$ cat config.mk
export PLATFORM = sky130hd
export DESIGN_NAME = ps2_key_rx_flat
export DESIGN_NICKNAME = d
export VERILOG_FILES = /design/src/rtl/ps2_key_rx_pkg.sv /design/src/rtl/ps2_key_rx_if.sv /design/src/rtl/ps2_line_filter.sv /design/src/rtl/ps2_key_rx.sv /design/src/flat_wrapper.sv
export SDC_FILE = /design/constraint.sdc
export NUM_CORES = 1
export LEC_CHECK = 0
export CORE_UTILIZATION = 40
export DETAILED_ROUTE_END_ITERATION = 7
export GPL_ROUTABILITY_DRIVEN = 1
export PLACE_DENSITY = 0.56
export SETUP_SLACK_MARGIN = 0.15
export SYNTH_ARGS = -nofsm -noshare
export SYNTH_HDL_FRONTEND = slang
export SYNTH_HIERARCHICAL = 1
export SYNTH_SLANG_ARGS = --single-unit
$ cat constraint.sdc
create_clock -name clk_sys -period 2.43 [get_ports clk_sys]
set_input_delay 0.3645 -clock clk_sys [delete_from_list [all_inputs] [get_ports clk_sys]]
set_output_delay 0.3645 -clock clk_sys [all_outputs]
set_load 0.05 [all_outputs]
$ cat src/rtl/ps2_key_rx_pkg.sv
// Shared constants and types for the PS/2 key receiver.
// Prefix bytes, the silently dropped status codes, and the frame FSM state type.
package ps2_pkg;

    localparam logic [7:0] PS2_EXT   = 8'hE0;
    localparam logic [7:0] PS2_REL   = 8'hF0;
    localparam logic [7:0] PS2_PAUSE = 8'hE1;

    // Number of bytes following E1 that belong to the Pause sequence
    localparam int unsigned PAUSE_SKIP = 7;

    localparam int unsigned N_FILTERED = 6;
    localparam logic [7:0] FILTERED_CODES [N_FILTERED] =
        '{8'hAA, 8'hFA, 8'hFE, 8'hEE, 8'h00, 8'hFF};

    typedef enum logic [1:0] {
        IDLE,
        DATA,
        PARITY,
        STOP
    } frame_state_t;

    function automatic logic is_filtered(input logic [7:0] code);
        logic hit;
        hit = 1'b0;
        for (int unsigned i = 0; i < N_FILTERED; i++) begin
            if (code == FILTERED_CODES[i]) hit = 1'b1;
        end
        return hit;
    endfunction

endpackage

$ cat src/rtl/ps2_key_rx_if.sv
// PS/2 line inputs and key-event outputs of the receiver.
// master is the receiver side, slave is the line driver / key consumer side.
interface ps2_key_rx_if;

    logic        ps2_clk_in;
    logic        ps2_data_in;
    logic [10:0] ps2_key;
    logic        frame_err;
    logic        busy;

    modport master (
        input  ps2_clk_in,
        input  ps2_data_in,
        output ps2_key,
        output frame_err,
        output busy
    );

    modport slave (
        output ps2_clk_in,
        output ps2_data_in,
        input  ps2_key,
        input  frame_err,
        input  busy
    );

endinterface

$ cat src/rtl/ps2_line_filter.sv
// Synchronises the raw PS/2 lines, deglitches the clock line and
// emits a one-cycle strobe on each filtered falling clock edge.
module ps2_line_filter #(
    parameter int unsigned FILTER_LEN = 8
) (
    input  logic clk_sys,
    input  logic reset_n,
    input  logic ps2_clk_in,
    input  logic ps2_data_in,
    output logic data_sync,
    output logic fall_edge
);

    localparam int unsigned CW = $clog2(FILTER_LEN + 1);

    logic [1:0]    clk_ff;
    logic [1:0]    data_ff;
    logic          filt;
    logic [CW-1:0] cnt;

    always_ff @(posedge clk_sys or negedge reset_n) begin
        if (!reset_n) begin
            clk_ff    <= '1;
            data_ff   <= '1;
            filt      <= 1'b1;
            cnt       <= '0;
            fall_edge <= 1'b0;
        end else begin
            clk_ff    <= {clk_ff[0], ps2_clk_in};
            data_ff   <= {data_ff[0], ps2_data_in};
            fall_edge <= 1'b0;
            // Level flips on the FILTER_LEN-th consecutive differing sample
            if (clk_ff[1] != filt) begin
                if (cnt == CW'(FILTER_LEN - 1)) begin
                    filt      <= ~filt;
                    cnt       <= '0;
                    fall_edge <= filt;
                end else begin
                    cnt <= cnt + 1'b1;
                end
            end else begin
                cnt <= '0;
            end
        end
    end

    assign data_sync = data_ff[1];

endmodule

$ cat src/rtl/ps2_key_rx.sv
// PS/2 keyboard receiver: deserialises 11-bit frames, decodes E0/F0/E1
// prefixes and emits key events on the toggle-flagged ps2_key bus.
module ps2_key_rx
    import ps2_pkg::*;
#(
    parameter int unsigned FILTER_LEN  = 8,
    parameter int unsigned TIMEOUT_CYC = 100000
) (
    input logic             clk_sys,
    input logic             reset_n,
    ps2_key_rx_if.master    bus
);

    localparam int unsigned TW = $clog2(TIMEOUT_CYC + 1);
    localparam int unsigned SW = $clog2(PAUSE_SKIP + 1);

    logic data_sync;
    logic fall_edge;

    ps2_line_filter #(
        .FILTER_LEN (FILTER_LEN)
    ) u_filter (
        .clk_sys     (clk_sys),
        .reset_n     (reset_n),
        .ps2_clk_in  (bus.ps2_clk_in),
        .ps2_data_in (bus.ps2_data_in),
        .data_sync   (data_sync),
        .fall_edge   (fall_edge)
    );

    frame_state_t  state_q, state_d;
    logic [2:0]    bit_cnt_q, bit_cnt_d;
    logic [7:0]    shreg_q, shreg_d;
    logic          par_q, par_d;
    logic [TW-1:0] tmo_q, tmo_d;
    logic          byte_rdy_q, byte_rdy_d;
    logic          err_q, err_d;

    always_ff @(posedge clk_sys or negedge reset_n) begin
        if (!reset_n) begin
            state_q    <= IDLE;
            bit_cnt_q  <= '0;
            shreg_q    <= '0;
            par_q      <= 1'b0;
            tmo_q      <= '0;
            byte_rdy_q <= 1'b0;
            err_q      <= 1'b0;
        end else begin
            state_q    <= state_d;
            bit_cnt_q  <= bit_cnt_d;
            shreg_q    <= shreg_d;
            par_q      <= par_d;
            tmo_q      <= tmo_d;
            byte_rdy_q <= byte_rdy_d;
            err_q      <= err_d;
        end
    end

    always_comb begin
        state_d    = state_q;
        bit_cnt_d  = bit_cnt_q;
        shreg_d    = shreg_q;
        par_d      = par_q;
        byte_rdy_d = 1'b0;
        err_d      = 1'b0;

        if (state_q == IDLE || fall_edge) tmo_d = '0;
        else                              tmo_d = tmo_q + 1'b1;

        // A falling edge takes priority over an expiring timeout
        if (fall_edge) begin
            unique case (state_q)
                IDLE: begin
                    if (!data_sync) begin
                        state_d   = DATA;
                        bit_cnt_d = '0;
                    end else begin
                        err_d = 1'b1;
                    end
                end
                DATA: begin
                    shreg_d   = {data_sync, shreg_q[7:1]};
                    bit_cnt_d = bit_cnt_q + 1'b1;
                    if (bit_cnt_q == 3'd7) state_d = PARITY;
                end
                PARITY: begin
                    par_d   = data_sync;
                    state_d = STOP;
                end
                STOP: begin
                    if (data_sync && (^{shreg_q, par_q})) byte_rdy_d = 1'b1;
                    else                                  err_d      = 1'b1;
                    state_d = IDLE;
                end
                default: state_d = IDLE;
            endcase
        end else if (state_q != IDLE && tmo_q == TW'(TIMEOUT_CYC - 1)) begin
            state_d = IDLE;
            err_d   = 1'b1;
        end
    end

    logic [10:0]   key_q;
    logic          ext_q;
    logic          rel_q;
    logic [SW-1:0] skip_q;

    // shreg_q still holds the completed byte while byte_rdy_q is high
    always_ff @(posedge clk_sys or negedge reset_n) begin
        if (!reset_n) begin
            key_q  <= '0;
            ext_q  <= 1'b0;
            rel_q  <= 1'b0;
            skip_q <= '0;
        end else if (byte_rdy_q) begin
            if (skip_q != '0) begin
                skip_q <= skip_q - 1'b1;
            end else if (shreg_q == PS2_PAUSE) begin
                skip_q <= SW'(PAUSE_SKIP);
            end else if (shreg_q == PS2_EXT) begin
                ext_q <= 1'b1;
            end else if (shreg_q == PS2_REL) begin
                rel_q <= 1'b1;
            end else if (is_filtered(shreg_q)) begin
                ext_q <= 1'b0;
                rel_q <= 1'b0;
            end else begin
                key_q <= {~key_q[10], ~rel_q, ext_q, shreg_q};
                ext_q <= 1'b0;
                rel_q <= 1'b0;
            end
        end
    end

    assign bus.ps2_key   = key_q;
    assign bus.frame_err = err_q;
    assign bus.busy      = (state_q != IDLE);

endmodule
$ cat src/flat_wrapper.sv
// flat-port wrapper written by rule: the top's interface ports become plain ports
module ps2_key_rx_flat import ps2_pkg::*;
#(
    parameter int unsigned FILTER_LEN  = 8,
    parameter int unsigned TIMEOUT_CYC = 100000
)
  (clk_sys, reset_n, bus_ps2_clk_in, bus_ps2_data_in, bus_ps2_key, bus_frame_err, bus_busy);
  ps2_key_rx_if bus_i ();
  input logic clk_sys;
  input logic reset_n;
  input wire logic [$bits(bus_i.ps2_clk_in)-1:0] bus_ps2_clk_in;
  input wire logic [$bits(bus_i.ps2_data_in)-1:0] bus_ps2_data_in;
  output wire logic [$bits(bus_i.ps2_key)-1:0] bus_ps2_key;
  output wire logic [$bits(bus_i.frame_err)-1:0] bus_frame_err;
  output wire logic [$bits(bus_i.busy)-1:0] bus_busy;
  assign bus_i.ps2_clk_in = bus_ps2_clk_in;
  assign bus_i.ps2_data_in = bus_ps2_data_in;
  assign bus_ps2_key = bus_i.ps2_key;
  assign bus_frame_err = bus_i.frame_err;
  assign bus_busy = bus_i.busy;
  ps2_key_rx #(.FILTER_LEN(FILTER_LEN), .TIMEOUT_CYC(TIMEOUT_CYC)) u_core (.clk_sys(clk_sys), .reset_n(reset_n), .bus(bus_i));
endmodule
; After elaboration in Yosys (flattened, before gate mapping)
; Index checks and enable logic that the tools add are counted.
[totals]
ff_bits = 59
input_bits = 4
out_inout_bits = 13
elab_cells = 103
[op_classes]
n_addsub = 4
eq_ne = 19
n_mux = 36
n_bitwise = 8
reduce_logical = 20
[ops]
columns = cell, n
row1 = $eq A8 B8 Y1 const B, 8
row2 = $mux W1, 23
row3 = $add A17 B1 Y17 const B, 1
row4 = $eq A17 B17 Y1 const B, 1
row5 = $mux W17, 1
row6 = $mux W3, 3
row7 = $reduce_xor A9 Y1, 1
row8 = $logic_not A8 Y1, 1
row9 = $mux W2, 4
row10 = $mux W4, 2
row11 = $not A1 Y1, 8
row12 = $pmux W2 S4, 1
row13 = $reduce_and A2 Y1, 4
row14 = $reduce_and A4 Y1, 2
row15 = $reduce_bool A2 Y1, 4
row16 = $pmux W3 S2, 1
row17 = $reduce_and A3 Y1, 2
row18 = $reduce_and A6 Y1, 1
row19 = $add A4 B1 Y4 const B, 1
row20 = $eq A2 B2 Y1 const B, 2
row21 = $eq A4 B3 Y1 const B, 1
row22 = $add A3 B1 Y3 const B, 1
row23 = $eq A3 B3 Y1 const B, 1
row24 = $ne A3 B2 Y1 const B, 1
row25 = other kinds (11), 12

; Depth between registers and ports, before layout
[depth]
ltp_word = 14
depth_mapped = 8
depth_no_buf = 7

; Hierarchy
; The synthesis kept the hierarchy.
[by_module_without_submodules]
columns = mod, n_inst, cells_per_inst, area_each_um2, seq_area_each_um2
row1 = ps2_key_rx, 1, 217, 2421.1, 1226.2
row2 = ps2_line_filter, 1, 23, 364.1, 256.5

; Least setup slack after synthesis
; No wires, ideal clock.
[synth_timing]
path_kind = reg-to-reg
from = register u_core.state_q[0]
to = register u_core.state_q[0]
setup_time_ns = 0.095
t_arrival_ns = 1.821
required_ns = 2.335
slack_ns = 0.513
path_stages_with_launch = 9
path_buffers = 1
period_less_slack_ns = 1.917
cell_sequence = dfrtp_1 > inv_1 > ha_1 > or2_1 > buf_6 > or3_4 > nor4_4 > o221ai_1 > o31ai_1
[synth_via]
elab_chain_cells = 4
word_cells_on_any_way = 12
cone_classes = eq/ne (5) / mux (2) / reduce/logical (5)
[synth_rtl]
columns = item, line
row1 = from (decl), ps2_key_rx.sv:31  ; frame_state_t state_q, state_d;
row2 = from (signal assigned), ps2_key_rx.sv:49  ; state_q <= state_d;
row3 = branches (longest 4 deep; another with $pmux W2 S4), n/a
; Several ways; the timed one is not identified.
; A chain may end at the register's enable or synchronous reset.

; Worst setup path in the final report
[layout_timing]
from = register u_core.shreg_q[3]
to = register u_core.key_q[0], in the netlist u_core/bus.ps2_key[0]
[layout_via]
elab_chain_cells = 14
word_cells_on_any_way = 25
cone_classes = eq/ne (8) / mux (11) / bitwise (4) / reduce/logical (2)
[layout_rtl]
columns = item, line
row1 = from (decl), ps2_key_rx.sv:33  ; logic [7:0] shreg_q, shreg_d;
row2 = from (signal assigned), ps2_key_rx.sv:51  ; shreg_q <= shreg_d;
row3 = $eq A8 B8 Y1, ps2_key_rx_pkg.sv:27  ; if (code == FILTERED_CODES[i]) hit = 1'b1;
row4 = $mux W1 (6 in series), ps2_key_rx_pkg.sv:27
row5 = $mux W1, ps2_key_rx.sv:122  ; end else if (shreg_q == PS2_REL) begin
row6 = $mux W1, ps2_key_rx.sv:120  ; end else if (shreg_q == PS2_EXT) begin
row7 = $mux W1, ps2_key_rx.sv:118  ; end else if (shreg_q == PS2_PAUSE) begin
row8 = $mux W1, ps2_key_rx.sv:116  ; if (skip_q != '0) begin
row9 = $mux W1, ps2_key_rx.sv:115  ; end else if (byte_rdy_q) begin
row10 = $not A1 Y1 (no line), n/a
row11 = $reduce_and A6 Y1 (no line) (*), n/a
row12 = to (signal assigned), ps2_key_rx.sv:128  ; key_q <= {~key_q[10], ~rel_q, ext_q, shreg_q};
row13 = to (decl), ps2_key_rx.sv:103  ; logic [10:0] key_q;
; Every way passes the cells marked *; elsewhere a longest branch is shown, timed or not. The select of a mux whose other input is x is not followed.

==> results.json <==
{
  "synth_top_family_by_area": "simple AND/OR/NAND/NOR gates",
  "yosysMostFrequentCell": "dfrtp_1",
  "globalplace.congestion": 0.807,
  "portBuffers": 16,
  "gr-total-overflow": 0,
  "maxCapViolCount": 0,
  "drtAntennaViolNets": 0,
  "yosys-top-cells-count": "dfrtp_1 (54), nor2_1 (23), nand2_1 (19), xnor2_1 (15)",
  "slew_viol_final": 0,
  "via_count": 1774,
  "r2r_slack_ps": 360,
  "cp_slowest_cell": "a211o_1",
  "rsz0062_at_grt": "no",
  "cp_max_fo": 11,
  "final_hold_viol_count": 0,
  "antenna-diode-count": 0,
  "ys_seq_elements": 59,
  "cts_root_buffer": "clkbuf_8",
  "layout-drive-gt1-share": 0.187,
  "die_h_um": 85.4,
  "synth_xor_xnor_area_share": 0.0786,
  "synth.mux.area_fraction": 0.0872,
  "power_density_nw_per_um2": 603,
  "fin_skew_ps": 6.23,
  "post_cts_buffers": 0,
  "syn_to_final_growth_pct": 15.0,
  "drcViolationCount": 0,
  "worstSkewPairLatency_ps": 330,
  "cp.required_ps": 2650,
  "startpoint_type": "flip-flop",
  "synthSimpleGateAreaFrac": 0.159,
  "hpwl_mm": 3.15,
  "reg2regPathDepth": 5,
  "ys_types": 48,
  "startpoint": "u_core/shreg_q[3]",
  "tritoncts": "yes",
  "max_clock_freq_mhz": 482,
  "regArea_um2": 1480,
  "synth_fa_ha_area_frac": 0.0449,
  "relSlewSlack": 0.550,
  "synthTopCellsByArea": "dfrtp_1 (49%), dfstp_2 (4.7%), xnor2_1 (4.7%)",
  "holdBufCountCts": 0,
  "crit_chain": "and4bb_1 > nand3b_1 > a21oi_1 > a211o_1 > mux2_2",
  "antenna_found_initial": 0,
  "routedWlPerCell_um": 13.5,
  "multi_input_area_um2": 1210,
  "drt_wl_total_mm": 4.68,
  "p_leak_uw": 0.00144,
  "fin_crit_ps": 2070,
  "ctsLongestPathBuffers": 2,
  "setup_tns_ps": 0,
  "worstHoldPathType": "in2async",
  "worst_slew_pin_slew_ps": 674,
  "synth_cells": 240,
  "arrival_ps": 2290,
  "period_share": 0.853,
  "nets": 276,
  "drt_iter0_drc": 73,
  "core_um2": 6760,
  "final_util": 0.474,
  "clk_pin_slew_ps": 70,
  "num_rows": 30,
  "avgViaCountPerCell": 5.11,
  "die_width_um": 85.4,
  "ir_drop_v": 0.000252,
  "crit_type": "reg2reg",
  "die-area_um2": 7300,
  "r2r_end": "u_core/bus.ps2_key[0]",
  "post-synth-top-area-fraction": 0.485,
  "synth_edf_count": 0,
  "pin_count": 17,
  "finalSetupViolations": 0,
  "outcome": "completed",
  "synth_top_area_cell": "dfrtp_1",
  "grt_max_degree": 32,
  "grt_use_total": 0.148,
  "r2r-start": "u_core/shreg_q[3]",
  "grt_pass1_vias": 1720,
  "syn-num-nets": 254,
  "start_util": 0.412,
  "cp-end-kind": "flip-flop",
  "yosysSeqAreaShare": 0.532,
  "h-tree-depth": 3,
  "nFillCells": 645,
  "netlist_area_um2": 2790,
  "cp_slowest_stage_delay_ps": 480,
  "synth_area_per_cell_um2": 11.6,
  "cts_sinks": 59,
  "synth_compound_area_frac": 0.0660,
  "async_flop_share": 1.00,
  "cts_buffers": 9,
  "synth_ff_type": "dfrtp_1",
  "grt_pass1_wl_mm": 8.28,
  "yosysWarnings": 6,
  "dr.pass1.iters": 4
}
==> worst max path at each step <==
stage                             to  depth (start not counted)  slack, ps
2_1_floorplan      u_core/state_q[0]                          8        510
3_3_place_gp   u_core/bus.ps2_key[1]                          4        380
3_5_place_dp   u_core/bus.ps2_key[0]                          5        350
4_1_cts        u_core/bus.ps2_key[0]                          5        340
5_1_grt        u_core/bus.ps2_key[1]                          5        220
6_report       u_core/bus.ps2_key[0]                          5        360
==> per-stage QoR <==
step / hold slack (ps) / cells / area [µm²] / total power (µW) / setup WS (ps)
final: 62.6 / 347 / 3200 / 1930 / 356
after global routing: 110 / 347 / 3200 / 2030 / 218
after CTS: 77.6 / 347 / 3200 / 1970 / 337
after detailed placement: 348 / 331 / 3020 / 1160 / 345
after global placement: 347 / 331 / 3020 / 1150 / 379
after floorplan: 68.9 / 240 / 2790 / 1110 / 513
==> state kept, by name (all words and copies together) (netlist names), 2 cells and up <==
signal	flops
u_core/bit_cnt_q	3
u_core/bus.ps2_key	11
u_core/shreg_q	8
u_core/skip_q	3
u_core/state_q	2
u_core/tmo_q	17
u_core/u_filter/clk_ff	2
u_core/u_filter/cnt	4
u_core/u_filter/data_ff	2
==> cells by family (layout without fill, tap and decap cells) <==
| kind of cell | Yosys count | count (layout) |
|---|---|---|
| adder cells (fa/ha/maj) | 10 | 10 |
| flip-flops | 59 | 59 |
| AND/OR/NAND/NOR | 81 | 81 |
| XOR/XNOR | 25 | 25 |
| AO/OA/AOI/OAI | 28 | 28 |
| multiplexers | 19 | 19 |
| buffers and inverters | 18 | 45 |
==> where the power goes <==
part | internal [µW] | switching, µW | leakage, µW
Sequential | 1020 | 26.9 | 0.000805
Clock | 418 | 375 | 0.0000949
Combinational | 44.0 | 45.5 | 0.000545
==> critical path: cells and delay by family, from the launching register on <==
kind	cells	cell delay (ps)
AOI/OAI and AO/OA	2	630
and+or+nand+nor	2	480
DFF	1	450
muxes	1	400
==> final cells by class <==
class | count | share of cell area
Clock inverter | 5 | 0.00860
Sequential cell | 59 | 0.463
Multi-Input combinational cell | 163 | 0.379
Timing Repair Buffer | 19 | 0.0590
Clock buffer | 11 | 0.0473
Inverter | 10 | 0.0117
Tap cell | 80 | 0.0313
==> layout by cell type, fill, tap and decap left out, drive strengths merged, types with 2 or more instances in the layout <==
cell type,instances
a31oi,3
a32o,2
o21ai,7
xnor2,15
dfrtp,54
nand3b,2
buf,4
nor2,24
clkdlybuf4s50,14
o31ai,2
or2,3
ha,10
nor2b,6
inv,10
a21oi,6
clkbuf,11
nor4,2
nor3b,2
nand2,19
clkinv,4
xor2,10
nand4,4
or3,3
nand3,5
mux2,18
and4,5
dfstp,5
==> timing repair <==
| action | in CTS | in global routing |
|---|---|---|
| resized for setup | 1 | 0 |
| hold endpoints to repair | 0 | 0 |
| setup endpoints to repair | 1 | 0 |
==> per-layer routing <==
metal,share of wire,GRT usage,vias up
li1,-,-,875
met1,0.50,0.202,862
met2,0.45,0.217,27
met3,0.029,0.0360,10
met4,0.022,0.0818,0
met5,0,0,-
Note: power is estimated with default switching activity, not from simulation.
